**config.mk**
```make
export PLATFORM = sky130hd
export DESIGN_NAME = speech_frame_ctrl
export DESIGN_NICKNAME = d
export VERILOG_FILES = /design/src/rtl/speech_pkg.sv /design/src/rtl/spi_pin_sync.sv /design/src/rtl/speech_frame_ctrl.sv
export SDC_FILE = /design/constraint.sdc
export NUM_CORES = 1
export LEC_CHECK = 0
export CAP_MARGIN = 20
export CORE_ASPECT_RATIO = 0.7
export CORE_MARGIN = 1
export CORE_UTILIZATION = 57
export CTS_BUF_LIST = sky130_fd_sc_hd__clkbuf_8
export DETAILED_ROUTE_END_ITERATION = 16
export MAX_ROUTING_LAYER = met4
export PLACE_DENSITY = 0.82
export SLEW_MARGIN = 0
export SYNTH_ARGS = -nofsm -noshare
export SYNTH_HDL_FRONTEND = slang
export SYNTH_HIERARCHICAL = 1
export SYNTH_SLANG_ARGS = --single-unit
export TNS_END_PERCENT = 5
```
**constraint.sdc**
```tcl
create_clock -name clk -period 2.2 [get_ports clk]
set_input_delay 0.33 -clock clk [delete_from_list [all_inputs] [get_ports clk]]
set_output_delay 0.33 -clock clk [all_outputs]
set_load 0.02 [all_outputs]
```
**src/rtl/speech_pkg.sv**
```systemverilog
// Shared types for the speech recognizer SPI frame controller.
// Holds the frame FSM state enum and the byte/result widths.
package speech_pkg;

    typedef enum logic [2:0] {
        IDLE    = 3'd0,
        RECEIVE = 3'd1,
        PROCESS = 3'd2,
        READY   = 3'd3,
        SEND    = 3'd4
    } fstate_t;

    localparam int BYTE_W   = 8;
    localparam int RESULT_W = 4;

endpackage

```
**src/rtl/spi_pin_sync.sv**
```systemverilog
// Brings the asynchronous SPI pins into the clk domain and finds edges.
// Ports: clk, reset, sck/ss/sdi pins in; registered sck/ss edge
// pulses, synchronized ss level (ss_s) and data (sdi_s) out.
module spi_pin_sync (
    input  logic clk,
    input  logic reset,
    input  logic sck,
    input  logic ss,
    input  logic sdi,
    output logic sck_rise,
    output logic sck_fall,
    output logic ss_rise,
    output logic ss_fall,
    output logic ss_s,
    output logic sdi_s
);

    logic [1:0] sck_m;
    logic [1:0] ss_m;
    logic [1:0] sdi_m;
    logic       sck_q;
    logic       ss_q;

    // Edge pulses are registered, so pin-to-pulse is three clk edges.
    always_ff @(posedge clk or posedge reset) begin
        if (reset) begin
            sck_m    <= '0;
            ss_m     <= '0;
            sdi_m    <= '0;
            sck_q    <= 1'b0;
            ss_q     <= 1'b0;
            sck_rise <= 1'b0;
            sck_fall <= 1'b0;
            ss_rise  <= 1'b0;
            ss_fall  <= 1'b0;
        end else begin
            sck_m    <= {sck_m[0], sck};
            ss_m     <= {ss_m[0], ss};
            sdi_m    <= {sdi_m[0], sdi};
            sck_q    <= sck_m[1];
            ss_q     <= ss_m[1];
            sck_rise <= sck_m[1] & ~sck_q;
            sck_fall <= ~sck_m[1] & sck_q;
            ss_rise  <= ss_m[1] & ~ss_q;
            ss_fall  <= ~ss_m[1] & ss_q;
        end
    end

    assign ss_s  = ss_m[1];
    assign sdi_s = sdi_m[1];

endmodule

```
**src/rtl/speech_frame_ctrl.sv**
```systemverilog
// SPI frame controller: captures NSAMPLES bytes into the sample buffer,
// starts the comparison engine and returns its result in a read frame.
// Ports: clk, reset; SPI pins sck/ss/sdi/sdo; buffer write port
// buf_we/buf_addr/buf_wdata; engine start/done/result; busy, err, led.
module speech_frame_ctrl
    import speech_pkg::*;
#(
    parameter int NSAMPLES = 2000,
    parameter int ADDRW    = 11
) (
    input  logic                clk,
    input  logic                reset,
    input  logic                sck,
    input  logic                ss,
    input  logic                sdi,
    output logic                sdo,
    output logic                buf_we,
    output logic [ADDRW-1:0]    buf_addr,
    output logic [BYTE_W-1:0]   buf_wdata,
    output logic                start,
    input  logic                done,
    input  logic [RESULT_W-1:0] result,
    output logic                busy,
    output logic                err,
    output logic [BYTE_W-1:0]   led
);

    localparam logic [ADDRW-1:0] LAST = ADDRW'(NSAMPLES - 1);
    localparam int PAD_W = BYTE_W - RESULT_W;

    fstate_t state;
    fstate_t state_n;

    logic sck_rise;
    logic sck_fall;
    logic ss_rise;
    logic ss_fall;
    logic ss_s;
    logic sdi_s;

    logic [BYTE_W-1:0]   shreg;
    logic [BYTE_W-1:0]   tx_byte;
    logic [BYTE_W-1:0]   byte_in;
    logic [2:0]          bitcnt;
    logic [ADDRW-1:0]    waddr;
    logic [RESULT_W-1:0] res_q;
    logic                last_wr;

    spi_pin_sync u_sync (
        .clk      (clk),
        .reset    (reset),
        .sck      (sck),
        .ss       (ss),
        .sdi      (sdi),
        .sck_rise (sck_rise),
        .sck_fall (sck_fall),
        .ss_rise  (ss_rise),
        .ss_fall  (ss_fall),
        .ss_s     (ss_s),
        .sdi_s    (sdi_s)
    );

    assign byte_in = {shreg[BYTE_W-2:0], sdi_s};
    // The final byte's write strobe is what ends the capture frame.
    assign last_wr = buf_we && (buf_addr == LAST);

    always_ff @(posedge clk or posedge reset) begin
        if (reset) state <= IDLE;
        else       state <= state_n;
    end

    always_comb begin
        state_n = state;
        unique case (state)
            IDLE:    if (ss_rise) state_n = RECEIVE;
            RECEIVE: begin
                if (last_wr)      state_n = PROCESS;
                else if (ss_fall) state_n = IDLE;
            end
            PROCESS: if (done)    state_n = READY;
            READY:   if (ss_rise) state_n = SEND;
            SEND:    if (ss_fall) state_n = IDLE;
            default:              state_n = IDLE;
        endcase
    end

    always_comb begin
        sdo  = 1'b0;
        busy = 1'b0;
        unique case (state)
            RECEIVE: busy = 1'b1;
            PROCESS: busy = 1'b1;
            SEND:    sdo  = tx_byte[BYTE_W-1];
            default: ;
        endcase
    end

    always_ff @(posedge clk or posedge reset) begin
        if (reset) begin
            buf_we    <= 1'b0;
            buf_addr  <= '0;
            buf_wdata <= '0;
            start     <= 1'b0;
            err       <= 1'b0;
            led       <= '0;
            shreg     <= '0;
            tx_byte   <= '0;
            bitcnt    <= '0;
            waddr     <= '0;
            res_q     <= '0;
        end else begin
            buf_we <= 1'b0;
            start  <= 1'b0;
            unique case (state)
                IDLE: begin
                    if (ss_rise) begin
                        err    <= 1'b0;
                        waddr  <= '0;
                        bitcnt <= '0;
                    end
                end
                RECEIVE: begin
                    if (last_wr) begin
                        start <= 1'b1;
                    end else if (ss_fall) begin
                        err <= 1'b1;
                    end else if (sck_rise && ss_s) begin
                        shreg  <= byte_in;
                        bitcnt <= bitcnt + 3'd1;
                        if (bitcnt == 3'd7) begin
                            buf_we    <= 1'b1;
                            buf_addr  <= waddr;
                            buf_wdata <= byte_in;
                            led       <= byte_in;
                            waddr     <= waddr + ADDRW'(1);
                        end
                    end
                end
                PROCESS: begin
                    if (done) begin
                        tx_byte <= {{PAD_W{1'b0}}, result};
                        res_q   <= result;
                    end
                end
                READY: begin
                    if (ss_rise) bitcnt <= '0;
                end
                SEND: begin
                    if (sck_fall && ss_s) begin
                        bitcnt <= bitcnt + 3'd1;
                        // Reload after each byte so the master can
                        // keep reading the same result.
                        if (bitcnt == 3'd7)
                            tx_byte <= {{PAD_W{1'b0}}, res_q};
                        else
                            tx_byte <= {tx_byte[BYTE_W-2:0], 1'b0};
                    end
                end
                default: ;
            endcase
        end
    end

endmodule

```
==> run metrics <==
Post-synth EDFFs=0; DR DRC count=0; final hold slack=325 ps; Post-Syn Nets=322; CTS H-tree lvls=3; Setup TNS=0 ps; TritonCTS clock tree=built; Critical-path top delay cell=dfrtp_1; sequential cell area=0.00175 mm²; Peak VDD IR=0.000572 V; Vias/cell=5.32; Post-CTS Hold Fix Bufs=0; Cell Pwr Density=780 mW/mm²; final hold violations=0; Slew headroom=59.2%; DP HPWL=4330 µm; CP peak stage delay=500 ps; CP arrival=2230 ps; GRT Util Overall=24.5%; final setup violating endpoints=0; most frequent cell after synthesis=nand2_1; actual slew at the worst max-slew pin=607 ps; routed len/inst=14.3 µm; min Tclk post-route=1970 ps; Syn Area/Cell=10.2 µm²; root buffer cell=clkbuf_8; Final Skew=5.32 ps; crit share post-route=89.6%; # diodes=0; first-pass GRT wire length=10500 µm; Netlist Area Pre-Place=0.00315 mm²; post-synthesis sequential area ratio=55.6%; Final #Nets=362; area of the multi-input gates=0.00123 mm²; CTS buffer count=9; CP max FO=9; post-synth top area share=55.6%; CORE AREA=0.00529 mm²; via count=2265; ys async rst share=100%; crit-path cells=or3b_4 -> nor4_2 -> or2_1 -> buf_4 -> o21ai_0 -> o21ai_1; vias in the first global route=2175; row count=22; CP required=2460 ps; Clock transition at path regs=70 ps; RSZ-0062 raised after global routing=false; Max clock buf depth=2; Antenna Violating Nets Remaining=0; area grow syn2layout=21.8%; die area=0.00583 mm²; HP Class=input port to asynchronous set/reset pin; clk sink count=70; synthesized instance count=309; nature of the critical path endpoint=flop; layout cells sized above 1=15.3%; Worst Path Class, Setup=flop to flop; FILL cells=379; drt pass-1 iters=4; io pins=42; main area contributors after synthesis=dfrtp_1, nand2_1, o21ai_0, mux2_4, buf_4; post-placement cell count=408; status=complete, no violations; total grt overflow=0; LEAKAGE=1.86 nW; drt initial violations=167; register bit total from synthesis=70; max_cap viols=0; initial core utilization=59.6%; post-synthesis cell type count=45; port bufs=41; largest net degree at the start of global routing=42; crit path launch type=flop; drt total wl=6090 µm; Placer Congestion=0.848; Power Total=2.99 mW; post-synth top area cell=dfrtp_1; final non-filler cell total=426; initial antenna violation count=0; fmax=0.507 GHz; commonest cells in the netlist=nand2_1, dfrtp_1, o21ai_0; Die Y=64.2 µm; Slew Limit Fails=0; Yosys warning count=6; die width=90.8 µm; clk_lat worst skew=330 ps; Top FF cell, synth=dfrtp_1; fin util=72.6%
-- stage by stage --
step | setup slack [ps] | instance area, µm²
after floorplan | 365 | 3150
after global placement | 315 | 3580
after detailed placement | 244 | 3580
after CTS | 15.5 | 3810
after global routing | 64.0 | 3830
final | 228 | 3830
-- worst max-delay path: cells and delay by family, from the launching register on --
kind            cells  cell delay, ps
buf+inv             1             200
simple gates        3            1000
compound gates      2             200
flops               1             500
-- final cells by class --
cell class	count	area share, %
Tap cell	72	2.35
Clock inverter	5	2.12
Clock buffer	11	3.95
Sequential cell	70	45.7
Multi-Input combinational cell	209	32.0
Inverter	9	0.881
Timing Repair Buffer	50	12.9
-- sequential cells by signal (all words and copies together), names as in the netlist, 2 cells and up --
register	flops
u_sync/sck_m	2
u_sync/ss_m	2
res_q	4
waddr	11
shreg	7
state	3
led	8
u_sync/sdi_m	2
tx_byte	8
buf_addr	11
bitcnt	3
-- routing by layer --
| metal | share of wire, % | vias up | global-route usage (%) |
|---|---|---|---|
| met5 | 0 | - | - |
| met4 | 0.71 | 0 | 8.73 |
| met3 | 4.6 | 6 | 6.19 |
| met2 | 47 | 67 | 36.2 |
| met1 | 48 | 1086 | 33.3 |
| li1 | - | 1106 | - |
-- path summary, 6_finish.rpt --
path | startpoint | slack, ps | cells past startpoint | endpoint
setup / recovery | state[0] | 230 | 6 | waddr[2]
hold / removal | reset | 330 | 2 | bitcnt[0]
setup reg to reg | state[0] | 230 | 6 | waddr[2]
hold reg to reg | u_sync/sck_m[0] | 350 | 0 | u_sync/sck_m[1]
max in group asynchronous | reset | 1320 | 3 | state[1]
min in group clk | u_sync/sck_m[0] | 350 | 0 | u_sync/sck_m[1]
-- kinds of logic (layout without fill, tap and decap cells) --
logic type | count (synthesis) | count (layout) | share of synthesized area, %
AND/OR/NAND/NOR | 143 | 143 | 22.3
flip-flops | 70 | 70 | 55.6
AO/OA/AOI/OAI | 42 | 42 | 7.67
buffers and inverters | 30 | 75 | 5.33
multiplexers | 19 | 19 | 7.35
adder cells (fa/ha/maj) | 3 | 3 | 1.19
XOR/XNOR | 2 | 2 | 0.557
-- cells in the final DEF (no fill, tap or decap), types with 2 or more instances in the layout --
master	n
a21oi_1	7
o21ai_0	22
nand4_1	3
nand3_1	4
o31ai_1	4
mux2_2	5
dlymetal6s2s_1	2
and2_1	4
nor2_1	13
mux2_4	7
clkdlybuf4s50_1	39
clkbuf_8	11
buf_4	8
nand2b_1	5
and2b_2	4
xnor2_1	2
dfrtp_2	2
or2_2	3
inv_2	2
nor3_1	4
nand2_1	86
mux2i_1	7
dfrtp_1	68
ha_1	3
inv_1	7
a31oi_1	3
bufinv_16	2
nor2b_1	4
-- report_power, final --
part	leakage [nW]	switching (mW)	internal (mW)	total [mW]
Combinational	0.829	0.178	0.193	0.371
Clock	0.116	0.465	0.700	1.16
Sequential	0.915	0.0789	1.38	1.46
-- what timing repair did --
item	4_1_cts	5_1_grt
gates resized for setup	1	3
hold endpoints to repair	0	0
buffers inserted	0	2
endpoints found under the setup margin	1	2
Note: power is estimated with default switching activity, not from simulation.
